## src/rtl/fft16_ctrl.sv

```systemverilog
// fft16_ctrl: sequencing controller for an in-place 16-point radix-4 FFT.
// Loads 16 samples, runs 2 stages x 4 butterflies through an external
// butterfly pipeline of BF_LAT cycles, then unloads bins in digit-reversed
// memory order (bin k = 4*k1+k0 lives at address 4*k0+k1).
module fft16_ctrl #(
    parameter int BF_LAT = 2            // butterfly latency, 1..15
) (
    input  logic       clk,
    input  logic       rst_n,
    input  logic       start,
    output logic       busy,
    input  logic       in_valid,
    output logic       in_ready,
    output logic       ld_we,
    output logic [3:0] ld_addr,
    output logic       stage,
    output logic [1:0] butterfly,
    output logic       rd_en,
    output logic       wr_en,
    output logic       out_valid,
    input  logic       out_ready,
    output logic [3:0] out_addr,
    output logic       done
);

    typedef enum logic [2:0] {
        S_IDLE,
        S_LOAD,
        S_READ,
        S_WAIT,
        S_WRITE,
        S_UNLOAD
    } state_e;

    // WAIT lasts BF_LAT cycles: the counter is loaded in READ and WAIT exits at zero.
    localparam logic [3:0] WAIT_INIT = 4'(BF_LAT - 1);

    state_e     r_state;
    state_e     w_next;
    logic [3:0] r_ld_addr;
    logic [3:0] r_wait_cnt;
    logic [3:0] r_k;          // output counter, natural bin order
    logic       r_stage;
    logic [1:0] r_bfly;
    logic       r_done;

    // State register with synchronous active-low reset.
    always_ff @(posedge clk) begin
        // NOTE: sequential state uses non-blocking assignments so every
        // register samples pre-edge values, independent of block ordering.
        if (!rst_n) r_state <= S_IDLE;
        else        r_state <= w_next;
    end

    // Next-state logic.
    always_comb begin
        // NOTE: default first so every path assigns w_next and no latch is inferred.
        w_next = r_state;
        case (r_state)
            S_IDLE:   if (start) w_next = S_LOAD;
            S_LOAD:   if (in_valid && r_ld_addr == 4'd15) w_next = S_READ;
            S_READ:   w_next = S_WAIT;
            S_WAIT:   if (r_wait_cnt == 4'd0) w_next = S_WRITE;
            S_WRITE:  w_next = (r_stage && r_bfly == 2'd3) ? S_UNLOAD : S_READ;
            S_UNLOAD: if (out_ready && r_k == 4'd15) w_next = S_IDLE;
            default:  w_next = S_IDLE;
        endcase
    end

    // Counters: load index, latency down-counter, stage/butterfly, output index, done pulse.
    always_ff @(posedge clk) begin
        if (!rst_n) begin
            r_ld_addr  <= '0;
            r_wait_cnt <= '0;
            r_k        <= '0;
            r_stage    <= 1'b0;
            r_bfly     <= '0;
            r_done     <= 1'b0;
        end else begin
            r_done <= 1'b0;
            case (r_state)
                S_IDLE: begin
                    if (start) begin
                        r_ld_addr <= '0;
                        r_k       <= '0;
                    end
                end
                S_LOAD: begin
                    // 4-bit counter wraps to 0 on the 16th accepted sample.
                    if (in_valid) r_ld_addr <= r_ld_addr + 4'd1;
                end
                S_READ: begin
                    r_wait_cnt <= WAIT_INIT;
                end
                S_WAIT: begin
                    if (r_wait_cnt != 4'd0) r_wait_cnt <= r_wait_cnt - 4'd1;
                end
                S_WRITE: begin
                    // Last butterfly of stage 1 wraps both fields back to 0 for UNLOAD.
                    if (r_bfly == 2'd3) begin
                        r_bfly  <= 2'd0;
                        r_stage <= ~r_stage;
                    end else begin
                        r_bfly <= r_bfly + 2'd1;
                    end
                end
                S_UNLOAD: begin
                    if (out_ready) begin
                        r_k <= r_k + 4'd1;
                        if (r_k == 4'd15) r_done <= 1'b1;
                    end
                end
                default: ;
            endcase
        end
    end

    // Output decode from the current state and counters.
    always_comb begin
        busy      = (r_state != S_IDLE);
        in_ready  = (r_state == S_LOAD);
        ld_we     = in_valid && (r_state == S_LOAD);
        rd_en     = (r_state == S_READ);
        wr_en     = (r_state == S_WRITE);
        out_valid = (r_state == S_UNLOAD);
        ld_addr   = r_ld_addr;
        stage     = r_stage;
        butterfly = r_bfly;
        // Digit reversal: k = 4*k1 + k0 maps to address 4*k0 + k1.
        out_addr  = {r_k[1:0], r_k[3:2]};
        done      = r_done;
    end

endmodule
```

## config.mk

```make
export PLATFORM = sky130hd
export DESIGN_NAME = fft16_ctrl
export DESIGN_NICKNAME = d
export VERILOG_FILES = /design/src/rtl/fft16_ctrl.sv
export SDC_FILE = /design/constraint.sdc
export NUM_CORES = 1
export LEC_CHECK = 0
export BUFFER_PORTS_ARGS = -buffer_cell sky130_fd_sc_hd__buf_2
export CAP_MARGIN = 40
export CORE_MARGIN = 2
export CORE_UTILIZATION = 45
export DETAILED_ROUTE_END_ITERATION = 8
export PLACE_DENSITY = 0.8
export SETUP_SLACK_MARGIN = 0.3
export SLEW_MARGIN = 20
export SYNTH_ARGS = -nofsm -noshare
export SYNTH_HDL_FRONTEND = slang
export SYNTH_SLANG_ARGS = --single-unit
```

## constraint.sdc

```tcl
create_clock -name clk -period 1.4 [get_ports clk]
set_input_delay 0.42 -clock clk [delete_from_list [all_inputs] [get_ports clk]]
set_output_delay 0.42 -clock clk [all_outputs]
set_load 0.01 [all_outputs]
```

==> flow_summary.json, run 1 <==
{
  "holdCritPathClass": "in -> reg",
  "insertion_delay_ns": 0.30,
  "detail_route.first_pass.iterations": 4,
  "ys.flop_type": "dfxtp_1",
  "worstPathRequired_ns": 0.98,
  "synth_edf_count": 0,
  "combPwrFrac_pct": 35.8,
  "synth.yosys.seq_area_share_pct": 36.7,
  "status": "finished, violations left",
  "setup-tns-final_ns": -1.27,
  "worst_slack_ns": -0.189,
  "ant_nets": 0,
  "syn_inst": 118,
  "skew_ns": 0.00649,
  "setup_viol": 13,
  "slew_headroom_pct": 85.1,
  "fin_cells": 203,
  "internal_power_uw": 925,
  "ys_seq_elements": 19,
  "vias": 1134,
  "grt.total_usage_pct": 25.8,
  "ir_worst_vdd_uv": 709,
  "overflow": 0,
  "wl_met1_um": 1480,
  "power_switching_uw": 445,
  "root_buffer": "clkbuf_4",
  "grt_max_degree": 15,
  "rows": 17,
  "drt_iter0_markers": 18,
  "drive_above_1_share_pct": 67.4,
  "slew_viol_final": 0,
  "syn_nets": 127,
  "dr_wl_met2_um": 1800,
  "clockPowerShare_pct": 20.7,
  "wirelength_um": 3550,
  "cp_cell_sequence": "buf_12 > nor3_4 > inv_2 > buf_6",
  "worstMarginPinSlew_ns": 0.222,
  "globalplace.congestion": 0.792,
  "grt_antenna_before_repair": 0,
  "cpPeakStageDelay_ns": 0.40,
  "vias_per_cell": 5.59,
  "critical_path.startpoint_type": "register",
  "dp_hpwl_um": 1710,
  "die_area_um2": 2710,
  "clk_pin_slew_ns": 0.11,
  "wl_met3_um": 140,
  "hold_viol_final": 0,
  "die_x_um": 52.0,
  "syn_area_um2": 1040,
  "rsz0062_at_grt": "true",
  "worstPathArrival_ns": 1.17,
  "port_buffers": 22,
  "final_util_pct": 82.9,
  "worstSetupPathType": "reg -> out",
  "violations": "negative setup slack",
  "top_layer": "met4",
  "pre_cts_ws_ns": -0.0174,
  "wl_per_cell_um": 17.5,
  "endpoint_kind": "primary output",
  "finalCriticalPeriod_ns": 1.59,
  "p_sw_share_pct": 32.5,
  "slowest_stage": "dfxtp_4",
  "seq_power_share_pct": 43.6,
  "nets": 185,
  "p_total_uw": 1370,
  "final_common_cell": "buf_6",
  "drv_cap": 0,
  "dp.cells": 173,
  "syn_area_per_cell_um2": 8.79,
  "power_density_nw_per_um2": 754,
  "cts_buffers": 3,
  "n_antenna_cell": 0,
  "grt_pass1_wl_um": 5020,
  "syn_to_final_growth_pct": 75.0,
  "synth.distinct_cells": 38,
  "io-pin-count": 23,
  "yosysWarnings": 0,
  "drc_errors": 0,
  "p_leak_uw": 0.000783,
  "floorplan.initialDensity_pct": 47.3,
  "cts_max_path_buffers": 2,
  "htree_levels": 1,
  "max_freq_mhz": 629,
  "min_period_over_period_pct": 114,
  "core-area_um2": 2190,
  "layout_common_cells": "28 x buf_6, 22 x buf_4, 12 x nor2_1, 9 x dfxtp_2, 8 x nand2_1",
  "die_h_um": 52.0,
  "grt_pass1_vias": 1062,
  "cts_tree": "yes",
  "cp_max_fo": 7,
  "clock-sinks": 19,
  "synthArstFlopShare_pct": 0
}
## worst max-delay path, delay by kind of cell (launching register included)
kind / cells / cell delay [ns]
flops: 1 / 0.40
buf+inv: 3 / 0.33
simple gates: 1 / 0.14
## power groups by stage
stage / Combinational (µW) / Clock [µW] / Sequential (µW)
after floorplan: 245 / 0 / 586
after global placement: 308 / 0 / 616
after detailed placement: 316 / 0 / 618
after CTS: 431 / 286 / 598
after global routing: 520 / 305 / 600
final: 490 / 283 / 597
## cell usage after synthesis (2+ instances only)
master	number	share of area [%]
nor3b_1	2	1.4
a21oi_1	7	3.4
nor2_1	14	5.1
and2_1	3	1.8
buf_6	3	3.3
dfxtp_1	19	37
nand3_1	4	1.9
ha_1	4	4.8
xnor2_1	3	2.5
a21boi_2	2	2.2
mux2i_1	4	3.9
nor3b_2	2	2.4
nand4_1	3	1.8
inv_1	8	2.9
nor3_1	4	1.9
or3_1	4	2.4
nand2_1	10	3.6
a31oi_1	2	1.2
## logic make-up (layout without fill, tap and decap cells)
| group | after synthesis | after routing | share of synthesized area [%] |
|---|---|---|---|
| flops | 19 | 19 | 36.7 |
| xor+xnor | 3 | 3 | 2.53 |
| simple gates | 54 | 54 | 30.0 |
| mux | 4 | 4 | 3.86 |
| fa+ha+maj | 4 | 4 | 4.83 |
| buf+inv | 13 | 70 | 7.24 |
| compound gates | 21 | 21 | 14.8 |
## final cells by class
cell class              count  area, µm²
well taps                  28       35.0
repair buffers             58        536
clock inverters             1       5.00
flip-flops and latches     19        418
clock buffers               3       22.5
multi-input cells          86        769
inverters                   8       30.0
fillers                   109        375
## path summary, 6_finish.rpt
path                              from                          to  slack (ns)  cells past startpoint
min                              rst_n  r_wait_cnt[3]$_SDFFE_PN0P_        0.42                      3
max            r_state[0]$_SDFFE_PN0P_                        busy       -0.19                      4
max reg2reg    r_state[0]$_SDFFE_PN0P_         r_k[1]$_SDFFE_PN0P_       -0.08                      7
min reg2reg  butterfly[1]$_SDFFE_PN0N_   butterfly[1]$_SDFFE_PN0N_        0.55                      2
## metal layers
metal  GRT usage [%]  up-vias
li1                -      530
met1            31.1      553
met2            45.1       35
met3            4.31       16
met4            10.1        0
met5               0        -
## flip-flops by register name, indices dropped and copies added (netlist names)
signal,cells
ld_addr,4
r_k,4
r_wait_cnt,4
r_state,3
butterfly,2
done,1
stage,1
## what timing repair did
item                       in CTS  in global routing
buffers inserted               18                  8
setup endpoints to repair      36                 37
pin swaps                      15                 16
hold buffers                    0                  0
resized for setup              49                 20
## stage by stage
step                cell area [µm²]  hold slack, ns
CTS                            1680           0.408
floorplan                      1130           0.459
finish                         1820           0.424
detailed placement             1320           0.492
global placement               1320           0.471
global route                   1820           0.426
(Power assumes the default switching activity.)
==> inputs of run 2 (changes only) <==
--- a/config.mk
+++ b/config.mk
@@ -10,7 +10,7 @@
 export CORE_MARGIN = 2
 export CORE_UTILIZATION = 45
 export DETAILED_ROUTE_END_ITERATION = 8
-export PLACE_DENSITY = 0.8
+export PLACE_DENSITY = 0.73
 export SETUP_SLACK_MARGIN = 0.3
 export SLEW_MARGIN = 20
 export SYNTH_ARGS = -nofsm -noshare
==> run 2 against run 1 <==
- the run still ends with negative setup slack left
- routed wire length rose by 16%
- setup slack got worse by 0.066 ns
- critical endpoint is now wr_en
- sequential share of layout area fell by 0.83 points
- global-route usage rose by 0.18 points
- clock skew rose by 0.0091 ns
- critical path type unchanged
- sequential cell count did not move
- largest cell class unchanged
- sequential power fell by 0.7%
==> flow_summary.json, run 2 (same netlist as run 1, synthesis figures left out) <==
{
  "status": "finished, violations left",
  "violations": "negative setup slack",
  "slowest_stage": "dfxtp_4",
  "cts_max_path_buffers": 2,
  "endpoint_kind": "primary output",
  "nets": 192,
  "overflow": 0,
  "drv_cap": 0,
  "max_freq_mhz": 604,
  "p_sw_share_pct": 33.6,
  "slew_viol_final": 0,
  "worstMarginPinSlew_ns": 0.327,
  "rows": 17,
  "dp_hpwl_um": 1840,
  "syn_to_final_growth_pct": 80.5,
  "grt_max_degree": 12,
  "holdCritPathClass": "in -> reg",
  "worstSetupPathType": "reg -> out",
  "finalCriticalPeriod_ns": 1.65,
  "seq_power_share_pct": 40.4,
  "hold_viol_final": 0,
  "regArea_um2": 415,
  "cts_buffers": 3,
  "clockPowerShare_pct": 20.7,
  "slew_headroom_pct": 78.2,
  "root_buffer": "clkbuf_4",
  "drt_iter0_markers": 45,
  "vias": 1189,
  "die_x_um": 52.0,
  "power_switching_uw": 492,
  "critical_path.startpoint_type": "register",
  "htree_levels": 1,
  "holdBufCountCts": 0,
  "setup_viol": 15,
  "cp_cell_sequence": "buf_6 > nor3b_4 > buf_2",
  "globalplace.congestion": 0.736,
  "drc_errors": 0,
  "layout_common_cells": "37 x buf_6, 20 x buf_4, 12 x nor2_1, 10 x dfxtp_2, 9 x nand2_1",
  "cpPeakStageDelay_ns": 0.42,
  "path_delay_family": "flip-flops",
  "io-pin-count": 23,
  "cts_tree": "yes",
  "cp_max_fo": 7,
  "wl_per_cell_um": 19.6,
  "ir_worst_vdd_uv": 771,
  "clock-sinks": 19,
  "port_buffers": 22,
  "min_period_over_period_pct": 118,
  "fin_cells": 210,
  "grt_antenna_before_repair": 0,
  "final_util_pct": 85.4,
  "power_density_nw_per_um2": 783,
  "insertion_delay_ns": 0.32,
  "rsz0062_at_grt": "true",
  "wirelength_um": 4110,
  "grt_pass1_vias": 1066,
  "final_common_cell": "buf_6",
  "combPwrFrac_pct": 38.9,
  "drive_above_1_share_pct": 67.0,
  "die_area_um2": 2710,
  "internal_power_uw": 974,
  "grt.total_usage_pct": 26.0,
  "clk_pin_slew_ns": 0.13,
  "crit_buf_inv": 2,
  "p_leak_uw": 0.000835,
  "worstPathArrival_ns": 1.23,
  "multi_input_area_um2": 742,
  "n_antenna_cell": 0,
  "worstPathRequired_ns": 0.98,
  "dp.cells": 178,
  "setup-tns-final_ns": -1.98,
  "floorplan.initialDensity_pct": 47.3,
  "detail_route.first_pass.iterations": 4,
  "die_h_um": 52.0,
  "worst_slack_ns": -0.255,
  "vias_per_cell": 5.66,
  "grt_pass1_wl_um": 5060,
  "skew_ns": 0.0156,
  "ant_nets": 0,
  "nFillCells": 118,
  "core-area_um2": 2190
}
run 2: cell count changes in the layout (fill, tap and decap cells not counted), moves of 2 or more:
| cell | change |
|---|---|
| buf_6 | +9 |
| nor3_1 | +2 |
| nor3_2 | -2 |
| buf_4 | -2 |
| a21oi_2 | -2 |
| a21oi_1 | +2 |
run 2: stage by stage:
step | power, µW | hold WS [ns] | setup WS (ns) | area [µm²]
6_report | 1470 | 0.411 | -0.255 | 1870
2_1_floorplan | 831 | 0.459 | 0.0755 | 1130
3_5_place_dp | 964 | 0.502 | -0.0444 | 1360
4_1_cts | 1370 | 0.399 | -0.203 | 1750
3_3_place_gp | 953 | 0.484 | 0.0379 | 1360
5_1_grt | 1510 | 0.415 | -0.287 | 1870
run 2: final cells by class:
cell class / instances / area share, %
tap: 28 / 1.87
clock inverter: 1 / 0.267
sequential: 19 / 22.2
multi-input combinational: 86 / 39.6
timing repair buffer: 65 / 33.2
inverter: 8 / 1.60
clock buffer: 3 / 1.20
run 2: final timing paths:
path                           startpoint                    endpoint  slack [ns]  depth (start not counted)
hold / removal                      rst_n  r_wait_cnt[2]$_SDFFE_PN0P_        0.41                          3
setup reg to reg  r_state[1]$_SDFFE_PN0P_         r_k[2]$_SDFFE_PN0P_       -0.23                          9
setup / recovery  r_state[1]$_SDFFE_PN0P_                       wr_en       -0.25                          3
hold reg to reg   ld_addr[2]$_SDFFE_PN0P_     ld_addr[2]$_SDFFE_PN0P_        0.54                          2
run 2: repair_timing:
| action | 4_1_cts | 5_1_grt |
|---|---|---|
| setup endpoints to repair | 36 | 37 |
| buffers inserted | 20 | 8 |
| gates cloned | 0 | 0 |
| resized for setup | 53 | 17 |
| pin swaps | 18 | 11 |
run 2: worst reg2reg max path, delay by kind of cell (launching register included):
family,cells,cell delay (ns)
AOI/OAI and AO/OA,2,0.21
buffers and inverters,5,0.58
DFF,1,0.42
and+or+nand+nor,2,0.34
run 2: power by group through the flow:
stage	logic, µW	clock network (µW)	registers [µW]
after CTS	471	297	599
after global placement	345	0	608
after global routing	595	318	595
after floorplan	245	0	586
final	570	303	593
after detailed placement	355	0	610
run 2: metal layers:
metal / wire (µm) / GRT usage, %
met1: 1800 / 32.7
met2: 1970 / 44.5
met3: 219 / 4.89
met4: 119 / 7.89
met5: 0 / 0
